===== config.mk =====
export PLATFORM = sky130hd
export DESIGN_NAME = nfu3_ctrl
export DESIGN_NICKNAME = d
export VERILOG_FILES = /design/src/rtl/nfu_pkg.sv /design/src/rtl/nfu3_ctrl_valid_pipe.sv /design/src/rtl/nfu3_ctrl.sv
export SDC_FILE = /design/constraint.sdc
export NUM_CORES = 1
export LEC_CHECK = 0
export BUFFER_PORTS_ARGS = -buffer_cell sky130_fd_sc_hd__buf_2
export CAP_MARGIN = 30
export CORE_MARGIN = 3
export CORE_UTILIZATION = 40
export DETAILED_ROUTE_END_ITERATION = 12
export PLACE_DENSITY = 0.7
export SYNTH_ARGS = -nofsm -noshare
export SYNTH_HDL_FRONTEND = slang
export SYNTH_SLANG_ARGS = --single-unit

===== constraint.sdc =====
create_clock -name clk -period 1.78 [get_ports clk]
set_clock_uncertainty 0.15 [all_clocks]
set_input_delay 0.089 -clock clk [delete_from_list [all_inputs] [get_ports clk]]
set_output_delay 0.089 -clock clk [all_outputs]
set_load 0.05 [all_outputs]

===== src/rtl/nfu_pkg.sv =====
// Shared constants and state encoding for the NFU-3 sigmoid stage.
// nfu_3 and its controller both read these so table size and latency stay consistent.
package nfu_pkg;

    localparam int BIT_WIDTH     = 16;
    localparam int NUM_SEG       = 16;
    localparam int NFU3_PIPE_LAT = 2;

    typedef enum logic [1:0] {
        IDLE  = 2'd0,
        DRAIN = 2'd1,
        LOAD  = 2'd2,
        DONE  = 2'd3
    } ctrl_state_t;

endpackage


===== src/rtl/nfu3_ctrl_valid_pipe.sv =====
// Fixed-latency 1-bit valid tracker for the NFU-3 datapath.
// o_any reports that at least one beat is still in flight.
module valid_pipe #(
    parameter int PIPE_LAT = 2
) (
    input  logic clk,
    input  logic rst,
    input  logic i_in,
    output logic o_out,
    output logic o_any
);

    logic [PIPE_LAT-1:0] r_stage;

    generate
        if (PIPE_LAT == 1) begin : g_single
            always_ff @(posedge clk) begin
                if (rst) r_stage <= '0;
                else     r_stage <= i_in;
            end
        end else begin : g_multi
            // NOTE: the shift register is reset, unlike a data RAM, because stale
            // valid bits would fire phantom outputs and stall the drain.
            always_ff @(posedge clk) begin
                if (rst) r_stage <= '0;
                else     r_stage <= {r_stage[PIPE_LAT-2:0], i_in};
            end
        end
    endgenerate

    assign o_out = r_stage[PIPE_LAT-1];
    assign o_any = |r_stage;

endmodule


===== src/rtl/nfu3_ctrl.sv =====
// NFU-3 sequencer: streams the sigmoid coefficient table into nfu_3 and gates
// NFU-2 beats into the pipeline only while a complete table is resident.
module nfu3_ctrl
    import nfu_pkg::*;
#(
    parameter int BIT_WIDTH = nfu_pkg::BIT_WIDTH,
    parameter int NUM_SEG   = nfu_pkg::NUM_SEG,
    parameter int ADDR_W    = 4,
    parameter int PIPE_LAT  = nfu_pkg::NFU3_PIPE_LAT
) (
    input  logic                   clk,
    input  logic                   rst,
    input  logic                   i_cfg_start,
    input  logic [2*BIT_WIDTH-1:0] i_coef_data,
    input  logic                   i_coef_valid,
    output logic                   o_coef_ready,
    output logic [2*BIT_WIDTH-1:0] o_coef,
    output logic [ADDR_W-1:0]      o_coef_addr,
    output logic                   o_load_coef,
    input  logic                   i_nfu2_valid,
    output logic                   o_nfu2_ready,
    output logic                   o_nfu3_valid,
    output logic                   o_busy,
    output logic                   o_cfg_done,
    output logic                   o_coef_loaded
);

    generate
        if ((2 ** ADDR_W) < NUM_SEG) begin : g_bad_addr_w
            $error("nfu3_ctrl: ADDR_W too narrow for NUM_SEG");
        end
    endgenerate

    ctrl_state_t            r_state;
    logic [ADDR_W-1:0]      r_cnt;
    logic [2*BIT_WIDTH-1:0] r_coef;
    logic [ADDR_W-1:0]      r_coef_addr;
    logic                   r_load_coef;
    logic                   r_cfg_done;
    logic                   r_coef_loaded;

    logic w_coef_ready;
    logic w_nfu2_ready;
    logic w_accept;
    logic w_coef_hs;
    logic w_last_seg;
    logic w_pipe_any;

    // Handshake readies depend only on registered state, never on the inputs.
    assign w_coef_ready = (r_state == LOAD);
    assign w_nfu2_ready = (r_state == IDLE) && r_coef_loaded;
    assign w_accept     = i_nfu2_valid && w_nfu2_ready;
    assign w_coef_hs    = i_coef_valid && w_coef_ready;
    assign w_last_seg   = (r_cnt == ADDR_W'(NUM_SEG - 1));

    valid_pipe #(
        .PIPE_LAT (PIPE_LAT)
    ) u_valid_pipe (
        .clk   (clk),
        .rst   (rst),
        .i_in  (w_accept),
        .o_out (o_nfu3_valid),
        .o_any (w_pipe_any)
    );

    // NOTE: all state here uses non-blocking assignments so every register
    // samples pre-edge values and simulation matches the synthesized flops.
    always_ff @(posedge clk) begin
        if (rst) begin
            r_state       <= IDLE;
            r_cnt         <= '0;
            r_coef        <= '0;
            r_coef_addr   <= '0;
            r_load_coef   <= 1'b0;
            r_cfg_done    <= 1'b0;
            r_coef_loaded <= 1'b0;
        end else begin
            r_load_coef <= 1'b0;
            r_cfg_done  <= 1'b0;
            case (r_state)
                IDLE: begin
                    if (i_cfg_start) begin
                        // A beat accepted this cycle is also in flight.
                        if (w_pipe_any || w_accept) begin
                            r_state <= DRAIN;
                        end else begin
                            r_state       <= LOAD;
                            r_coef_loaded <= 1'b0;
                        end
                    end
                end
                DRAIN: begin
                    if (!w_pipe_any) begin
                        r_state       <= LOAD;
                        r_coef_loaded <= 1'b0;
                    end
                end
                LOAD: begin
                    if (w_coef_hs) begin
                        r_coef      <= i_coef_data;
                        r_coef_addr <= r_cnt;
                        r_load_coef <= 1'b1;
                        if (w_last_seg) begin
                            r_cnt      <= '0;
                            r_state    <= DONE;
                            r_cfg_done <= 1'b1;
                        end else begin
                            r_cnt <= r_cnt + 1'b1;
                        end
                    end
                end
                DONE: begin
                    // Last write has now reached the RAM; the table is whole.
                    r_coef_loaded <= 1'b1;
                    r_state       <= IDLE;
                end
                default: r_state <= IDLE;
            endcase
        end
    end

    assign o_coef_ready  = w_coef_ready;
    assign o_nfu2_ready  = w_nfu2_ready;
    assign o_coef        = r_coef;
    assign o_coef_addr   = r_coef_addr;
    assign o_load_coef   = r_load_coef;
    assign o_cfg_done    = r_cfg_done;
    assign o_coef_loaded = r_coef_loaded;
    assign o_busy        = (r_state != IDLE);

endmodule

==> flow_metrics.py, run 1 <==
metrics = {
    "power": {
        "ir_drop_mv": 0.5913,
        "power_density_mw_per_mm2": 1305,
        "power.total_w": 0.003533,
        "p_comb_share_pct": 41.0,
        "leakage_nw": 1.219,
        "clkPwrFrac_pct": 22.7,
        "switching_share_pct": 41.16,
        "p_seq_share_pct": 36.3,
        "switchingPower_w": 0.001454,
        "p_int_w": 0.002079,
    },
    "route": {
        "via_per_inst": 4.786,
        "wire_per_inst_um": 12.49,
        "drc": 0,
        "routed-via-count": 1814,
        "detail_route.first_pass.iterations": 4,
        "wl_um": 4735,
        "ant_nets": 0,
        "first_iter_violations": 74,
    },
    "clocking": {
        "cts_max_path_buffers": 2,
        "cts_tree": "yes",
        "insertion_delay_ns": 0.30,
        "htreeDepth": 2,
        "root_buffer": "clkbuf_8",
        "clk_pin_slew_ns": 0.09,
        "clock_sinks": 47,
        "cts_setup_buffers": 0,
        "cts_buffers": 5,
    },
    "sta": {
        "whs_ns": 0.009716,
        "rsz0062_at_grt": "yes",
        "min_period_ns": 1.708,
        "finalHoldViolCount": 0,
        "max_freq_mhz": 585.5,
        "fin_crit_sh_pct": 95.94,
        "slew_headroom_pct": 76.44,
        "finalMaxSlewViolations": 0,
        "fin_ws_ns": 0.07219,
        "worstMarginPinSlew_ns": 0.3534,
        "finalSetupViolations": 0,
    },
    "worst_hold_path": {
        "hold_path_class": "input port to flop",
    },
    "critical_path": {
        "reg2reg_slack_ns": 0.07,
        "reg2reg_to": "o_coef_loaded$_SDFFE_PP0P_",
        "crit_end": "o_coef_loaded$_SDFFE_PP0P_",
        "worstSetupPathType": "flop to flop",
        "r2r_cells": 6,
        "cp.required_ns": 1.82,
        "arrival_ns": 1.75,
        "crit_path_start_kind": "flop",
        "cp_max_fo": 5,
        "r2r-start": "r_state[1]$_SDFFE_PP0P_",
        "worstSetupEndpointType": "flop",
        "crit_start": "r_state[1]$_SDFFE_PP0P_",
    },
    "floorplan": {
        "dieArea_mm2": 0.005274,
        "num_rows": 23,
        "io_pins": 80,
        "dieHeight_um": 72.63,
        "core_area_mm2": 0.004144,
        "die_width_um": 72.63,
        "start_util_pct": 42.84,
    },
    "run_status": {
        "status": "finished, final reports clean",
    },
    "global_routing": {
        "grt_antenna_before_repair": 0,
        "track_usage_pct": 18.69,
        "grt_pass1_vias": 1747,
        "gr-total-overflow": 0,
        "grt_max_degree": 31,
        "grt_pass1_wl_um": 7679,
    },
    "place": {
        "pre_cts_ws_ns": 0.00009892,
        "gp_congestion": 0.7609,
        "dpl.hpwl_um": 2959,
        "place.port_buffers": 79,
    },
    "yosys": {
        "ys_seq_area_share_pct": 53.00,
        "synth-seq-cells": 47,
        "synth.distinct_cells": 24,
        "postSynthAreaPerCell_um2": 8.220,
        "netlist_area_mm2": 0.001775,
        "syn_inst": 216,
        "syn_nets": 260,
        "yosysWarnings": 0,
    },
    "finish": {
        "n_fill_cell": 359,
        "finish.utilization_pct": 65.31,
        "num_antenna_cells": 0,
        "finalNetCount": 372,
        "layout-drive-gt1-share_pct": 31.31,
        "area_delta_synth_final_pct": 52.43,
    },
    "run": {
        "cap_violations": 0,
    },
}
[stage by stage]
step / instances / setup TNS [ns] / instance area, um2
6_report: 379 / 0 / 2706
5_1_grt: 379 / -0.05033 / 2706
4_1_cts: 379 / 0 / 2686
3_5_place_dp: 338 / 0 / 2240
3_3_place_gp: 338 / 0 / 2240
2_1_floorplan: 216 / 0 / 1778
[layout by cell type, fill, tap and decap left out, types with 2 or more instances in the layout]
cell type / synthesis / layout
ha_2: 0 / 2
clkbuf_8: 0 / 5
a21oi_1: 41 / 41
nand3_1: 2 / 2
nand2b_1: 2 / 2
nand2_1: 77 / 77
dlygate4sd3_1: 0 / 33
dfxtp_2: 0 / 4
buf_2: 4 / 79
nor2b_1: 2 / 2
a311oi_1: 2 / 2
and2_1: 2 / 2
buf_4: 0 / 5
nor2_1: 7 / 7
ha_1: 7 / 4
inv_1: 3 / 2
dfxtp_1: 47 / 43
[worst min-delay path by stage]
stage / from / end / slack (ns) / cells past startpoint
final: rst / o_coef_loaded$_SDFFE_PP0P_ / 0.01 / 2
after global routing: rst / o_coef_loaded$_SDFFE_PP0P_ / 0.04 / 2
after CTS: rst / o_coef_loaded$_SDFFE_PP0P_ / 0.01 / 2
after detailed placement: i_coef_data[9] / o_coef[9]$_SDFFE_PP0N_ / 0.19 / 3
after global placement: i_coef_data[30] / o_coef[30]$_SDFFE_PP0N_ / 0.18 / 3
after floorplan: i_coef_data[0] / o_coef[0]$_SDFFE_PP0N_ / 0.08 / 2
[registers in the layout, summed over array words and instances, names as in the netlist]
register and cells:
o_coef 32, o_coef_addr 4, r_cnt 4, r_state 2, u_valid_pipe.r_stage 2, o_cfg_done 1
o_coef_loaded 1, o_load_coef 1
[synthesized netlist by cell type (all sizes together)]
cell type,n,share of area [%]
and4,1,0.49
xor2,1,0.49
nor2b,2,0.70
and2,2,0.70
ha,7,4.9
a311oi,2,0.99
nand3,2,0.56
nand2,77,16
mux2i,1,0.56
dfxtp,47,53
a21oi,41,12
nand2b,2,0.70
a2111oi,1,0.85
or3,1,0.35
buf,4,1.1
o21a,1,0.42
nand4,1,0.35
inv,3,0.63
a211o,1,0.49
o21ai,1,0.28
nor2,7,1.5
clkbuf,9,1.9
a211oi,1,0.70
o211ai,1,0.42
[power by group through the flow]
stage | clock network [W] | registers, W | logic [W]
6_report | 0.000803 | 0.00128 | 0.00145
5_1_grt | 0.000862 | 0.00130 | 0.00157
4_1_cts | 0.000827 | 0.00127 | 0.00141
3_5_place_dp | 0 | 0.00130 | 0.00135
3_3_place_gp | 0 | 0.00129 | 0.00134
2_1_floorplan | 0 | 0.00167 | 0.000652
[kinds of logic after synthesis]
group           synth area share, %
buf+inv                       3.664
flops                         52.99
compound gates                15.72
fa+ha+maj                     4.933
simple gates                  21.64
mux                          0.5638
xor+xnor                     0.4934
[cell type report]
cell class | count | area [um2] | area share, %
inverter | 3 | 11.26 | 0.4161
timing repair buffer | 118 | 783.3 | 28.94
clock inverter | 3 | 47.55 | 1.757
tap | 50 | 62.56 | 2.312
multi-input combinational | 153 | 787.0 | 29.08
clock buffer | 5 | 68.82 | 2.543
sequential | 47 | 945.9 | 34.95
[critical path, stage by stage (launching register included)]
cell and delay, ns:
dfxtp_2 0.37, inv_1 0.10, ha_1 0.19, o21a_1 0.13, a2111oi_2 0.38, mux2i_1 0.23
nor2_1 0.05
[repair_timing]
item                                    CTS  global route
gates cloned                              0             0
hold buffers                             33             0
pin swaps                                 1             4
endpoints found under the hold margin    33             0
gates resized for setup                   0             8
endpoints found under the setup margin    1            14
[layer usage]
metal / up-vias / share of wire, % / global-route usage (%) / wire length [um]
met4: 0 / 1.8 / 6.762 / 83
li1: 930 / - / - / -
met5: - / 0 / 0 / 0
met3: 7 / 4.9 / 4.683 / 232
met2: 55 / 53 / 34.17 / 2501
met1: 822 / 41 / 20.74 / 1918
(Power assumes the default switching activity.)
==> run 2, diff against run 1 <==
Settings changed: PLACE_DENSITY 0.7 to unset, PLACE_DENSITY_LB_ADDON set to 0.2.
==> flow_metrics.py, run 2 (synthesized netlist as in run 1, its figures left out) <==
metrics = {
    "global_routing": {
        "grt_pass1_wl_um": 7410,
        "use_met2_pct": 31.26,
        "use_met1_pct": 20.58,
        "grt_max_degree": 28,
        "met3_usage_pct": 4.959,
        "track_usage_pct": 17.29,
        "gr-total-overflow": 0,
        "grt_pass1_vias": 1729,
        "grt_antenna_before_repair": 0,
        "grt_busiest_layer": "met2",
    },
    "sta": {
        "finalSetupViolations": 0,
        "worstMarginPinSlew_ns": 0.4233,
        "rsz0062_at_grt": "no",
        "finalMaxSlewViolations": 0,
        "fin_ws_ns": 0.08489,
        "finalHoldViolCount": 0,
        "fin_crit_sh_pct": 95.23,
        "slew_headroom_pct": 71.78,
        "tns_ns": 0,
        "max_freq_mhz": 589.9,
        "min_period_ns": 1.695,
    },
    "finish": {
        "num_antenna_cells": 0,
        "regArea_um2": 950.9,
        "finalNetCount": 376,
        "finalInstanceArea_mm2": 0.002785,
        "final_common_cell": "buf_2",
        "layout.cells.non_filler": 383,
        "largest_reg_flops": 32,
        "area_delta_synth_final_pct": 56.87,
        "n_fill_cell": 362,
        "layout_common_cells": "buf_2, nand2_1, dfxtp_1",
        "multiInputGateArea_um2": 814.5,
        "layout-drive-gt1-share_pct": 32.43,
    },
    "route": {
        "ant_nets": 0,
        "wl_um": 4471,
        "detail_route.first_pass.iterations": 4,
        "drc": 0,
        "via_per_inst": 4.624,
        "first_iter_violations": 46,
        "routed-via-count": 1771,
        "wire_per_inst_um": 11.67,
    },
    "critical_path": {
        "crit_path_start_kind": "input port",
        "crit_start": "i_nfu2_valid",
        "arrival_ns": 1.71,
        "path_cells": "dlygate4sd3_1, buf_2, a211o_1, a2111oi_4, mux2i_1, nor2_1",
        "cp_max_fo": 2,
        "reg2reg_to": "r_state[0]$_SDFFE_PP0P_",
        "worstSetupEndpointType": "flop",
        "cpPeakStageDelay_ns": 0.53,
        "cp_slowest_cell": "dlygate4sd3_1",
        "reg2reg_slack_ns": 0.14,
        "cp.required_ns": 1.79,
        "r2r_cells": 7,
        "worstSetupPathType": "input port to flop",
        "crit_end": "o_coef_loaded$_SDFFE_PP0P_",
        "r2r-start": "r_state[0]$_SDFFE_PP0P_",
    },
    "clocking": {
        "htreeDepth": 2,
        "clk_pin_slew_ns": 0.08,
        "root_buffer": "clkbuf_8",
        "cts_buffers": 5,
        "cts_tree": "yes",
        "clock_sinks": 47,
        "insertion_delay_ns": 0.28,
        "cts_max_path_buffers": 2,
    },
    "floorplan": {
        "core_area_mm2": 0.004144,
        "io_pins": 80,
        "start_util_pct": 42.84,
        "num_rows": 23,
        "dieHeight_um": 72.63,
        "die_width_um": 72.63,
        "dieArea_mm2": 0.005274,
    },
    "power": {
        "leakage_nw": 1.264,
        "p_seq_share_pct": 35.3,
        "clkPwrFrac_pct": 21.4,
        "p_int_w": 0.002216,
        "switching_share_pct": 39.42,
        "power_density_mw_per_mm2": 1313,
        "p_comb_share_pct": 43.3,
        "switchingPower_w": 0.001442,
        "power.total_w": 0.003657,
        "ir_drop_mv": 0.9075,
    },
    "run": {
        "cap_violations": 0,
    },
    "place": {
        "place.port_buffers": 79,
        "placed_cell_area_mm2": 0.002252,
        "dpl.hpwl_um": 2869,
        "gp_congestion": 0.7714,
        "pre_cts_ws_ns": -0.04019,
        "dp.cells": 338,
    },
    "worst_hold_path": {
        "hold_path_class": "input port to flop",
    },
    "run_status": {
        "status": "finished, final reports clean",
    },
}
[run 2: layer usage]
layer / share of wire [%] / vias up
met1: 46 / 781
met5: 0 / -
met4: 0.29 / 0
li1: - / 938
met2: 47 / 50
met3: 6.6 / 2
[run 2: worst min path at each step]
stage / endpoint / slack (ns) / depth (start not counted) / start
after detailed placement: o_coef[25]$_SDFFE_PP0N_ / 0.19 / 3 / i_coef_data[25]
after floorplan: o_coef[0]$_SDFFE_PP0N_ / 0.08 / 2 / i_coef_data[0]
after CTS: o_coef_loaded$_SDFFE_PP0P_ / 0.06 / 2 / rst
after global placement: o_coef[24]$_SDFFE_PP0N_ / 0.18 / 3 / i_coef_data[24]
after global routing: u_valid_pipe.r_stage[0]$_SDFF_PP0_ / 0.09 / 2 / rst
final: u_valid_pipe.r_stage[0]$_SDFF_PP0_ / 0.07 / 2 / rst
[run 2: power by group through the flow]
stage	Sequential, W	Combinational, W	Clock (W)
6_report	0.00129	0.00158	0.000783
4_1_cts	0.00128	0.00143	0.000804
3_5_place_dp	0.00130	0.00136	0
5_1_grt	0.00131	0.00174	0.000856
2_1_floorplan	0.00167	0.000652	0
3_3_place_gp	0.00129	0.00136	0
[run 2: through the flow]
stage,hold WS (ns),utilization [%]
finish,0.06663,67.21
global route,0.08688,67.21
CTS,0.05946,65.40
detailed placement,0.1872,54.35
global placement,0.1796,54.35
floorplan,0.07505,-
[run 2: final cells by class]
class,count,share of cell area (%)
tap,50,2.246
clock inverter,2,1.258
sequential,47,34.14
clock buffer,6,2.965
timing repair buffer,122,29.65
multi-input combinational,153,29.25
inverter,3,0.4942
[run 2: repair_timing]
action / 4_1_cts / 5_1_grt
setup buffers: 1 / 3
resized for setup: 2 / 13
endpoints found under the hold margin: 33 / 0
hold buffers: 33 / 0
pin swaps: 1 / 3
gates cloned: 0 / 0
endpoints found under the setup margin: 1 / 4
[run 2: worst max-delay path: cells and delay by family]
kind	cells	cell delay (ns)
multiplexers	1	0.23
AND/OR/NAND/NOR	1	0.06
buffers and inverters	2	0.66
AO/OA/AOI/OAI	2	0.68
==> run 3, diff against run 2 <==
Settings changed: CORE_UTILIZATION 40 to 46.
==> flow_metrics.py, run 3 (synthesized netlist as in run 1, its figures left out) <==
metrics = {
    "sta": {
        "slew_headroom_pct": 80.61,
        "fin_crit_sh_pct": 97.30,
        "finalHoldViolCount": 0,
        "finalSetupViolations": 0,
        "min_period_ns": 1.732,
        "max_freq_mhz": 577.4,
        "fin_ws_ns": 0.04798,
        "worstMarginPinSlew_ns": 0.2903,
        "finalMaxSlewViolations": 0,
    },
    "power": {
        "ir_drop_mv": 0.7413,
        "leakage_nw": 1.221,
        "power.total_w": 0.003401,
        "power_density_mw_per_mm2": 1255,
    },
    "critical_path": {
        "crit_start": "r_state[1]$_SDFFE_PP0P_",
        "worstSetupEndpointType": "flop",
        "crit_end": "o_coef_loaded$_SDFFE_PP0P_",
        "cp.required_ns": 1.80,
        "cpPeakStageDelay_ns": 0.37,
        "cp_max_fo": 5,
        "crit_path_start_kind": "flop",
        "worstSetupPathType": "flop to flop",
        "cp_slowest_cell": "dfxtp_2",
        "reg2reg_slack_ns": 0.05,
        "r2r_cells": 6,
        "arrival_ns": 1.75,
        "r2r-start": "r_state[1]$_SDFFE_PP0P_",
        "path_cells": "inv_1, ha_1, o21a_1, a2111oi_4, mux2i_1, nor2_1",
        "reg2reg_to": "o_coef_loaded$_SDFFE_PP0P_",
    },
    "place": {
        "gp_congestion": 0.7425,
        "dpl.hpwl_um": 2872,
        "place.port_buffers": 79,
        "pre_cts_ws_ns": 0.006662,
    },
    "route": {
        "drc": 0,
        "wl_um": 4505,
        "first_iter_violations": 101,
        "wire_per_inst_um": 12.05,
        "ant_nets": 0,
        "detail_route.first_pass.iterations": 4,
        "routed-via-count": 1797,
        "via_per_inst": 4.805,
    },
    "global_routing": {
        "grt_pass1_vias": 1741,
        "track_usage_pct": 20.00,
        "grt_pass1_wl_um": 7224,
        "gr-total-overflow": 0,
        "grt_max_degree": 34,
        "grt_antenna_before_repair": 0,
    },
    "finish": {
        "layout_common_cells": "buf_2, nand2_1, dfxtp_1",
        "area_delta_synth_final_pct": 52.64,
        "final_common_cell": "buf_2",
        "largest_reg_flops": 32,
        "num_antenna_cells": 0,
        "layout-drive-gt1-share_pct": 31.10,
        "finalNetCount": 372,
    },
    "floorplan": {
        "dieHeight_um": 68.13,
        "core_area_mm2": 0.003521,
        "num_rows": 21,
        "io_pins": 80,
        "start_util_pct": 50.43,
        "die_width_um": 68.13,
        "dieArea_mm2": 0.004641,
    },
    "clocking": {
        "root_buffer": "clkbuf_8",
        "cts_setup_buffers": 0,
        "cts_buffers": 5,
        "insertion_delay_ns": 0.29,
        "cts_max_path_buffers": 2,
        "clock_sinks": 47,
        "htreeDepth": 2,
        "cts_tree": "yes",
        "clk_pin_slew_ns": 0.08,
    },
    "run": {
        "cap_violations": 0,
    },
    "run_status": {
        "status": "finished, final reports clean",
    },
    "worst_hold_path": {
        "min_path_cells": 2,
        "hold_path_class": "input port to flop",
    },
}
## run 3: per-layer routing
layer / part of all wire, % / GRT usage, % / wire, um / vias up
li1: - / - / - / 930
met1: 42 / 22.40 / 1908 / 809
met2: 50 / 36.70 / 2253 / 56
met3: 7.3 / 6.240 / 330 / 2
met4: 0.29 / 4.467 / 13 / 0
met5: 0 / 0 / 0 / -
## run 3: what timing repair did
action / 4_1_cts / 5_1_grt
resized for setup: 0 / 9
pin swaps: 1 / 2
endpoints found under the setup margin: 1 / 4
hold buffers: 33 / 0
hold endpoints to repair: 33 / 0
## run 3: worst min-delay path by stage
stage                          startpoint                                 end  slack, ns
after CTS                             rst  u_valid_pipe.r_stage[0]$_SDFF_PP0_      0.006
after global placement    i_coef_data[25]             o_coef[25]$_SDFFE_PP0N_       0.18
after global routing                  rst  u_valid_pipe.r_stage[0]$_SDFF_PP0_       0.03
after detailed placement  i_coef_data[20]             o_coef[20]$_SDFFE_PP0N_       0.18
after floorplan            i_coef_data[0]              o_coef[0]$_SDFFE_PP0N_       0.08
final                                 rst  u_valid_pipe.r_stage[0]$_SDFF_PP0_      0.007
## run 3: power by group
group          switching, W  internal, W  leakage, nW
clock              0.000315     0.000305       0.0470
combinational       0.00100     0.000495        0.791
sequential        0.0000863      0.00120        0.383
total               0.00141      0.00200         1.22
## run 3: final cells by class
cell class | instances | area, um2
repair buffers | 118 | 808.3
multi-input cells | 153 | 800.8
clock inverters | 1 | 5.005
well taps | 46 | 57.56
clock buffers | 6 | 82.58
fillers | 262 | 810.8
flip-flops and latches | 47 | 944.7
inverters | 3 | 11.26
## run 3: stage by stage
stage                     hold WS [ns]  instance area [um2]  util, %  instances  TNS [ns]
after detailed placement        0.1850                 2260    64.18        334         0
after floorplan                0.07505                 1778        -        216         0
after global placement          0.1803                 2260    64.18        334         0
after global routing           0.02907                 2710    76.97        374  -0.07127
after CTS                     0.005892                 2678    76.05        374         0
final                         0.006704                 2710    76.97        374         0
## run 3: critical path: cells and delay by family, from the launching register on
| family | cells | cell delay (ns) |
|---|---|---|
| compound gates | 2 | 0.50 |
| flops | 1 | 0.37 |
| mux | 1 | 0.24 |
| fa+ha+maj | 1 | 0.20 |
| buf+inv | 1 | 0.10 |
| simple gates | 1 | 0.05 |
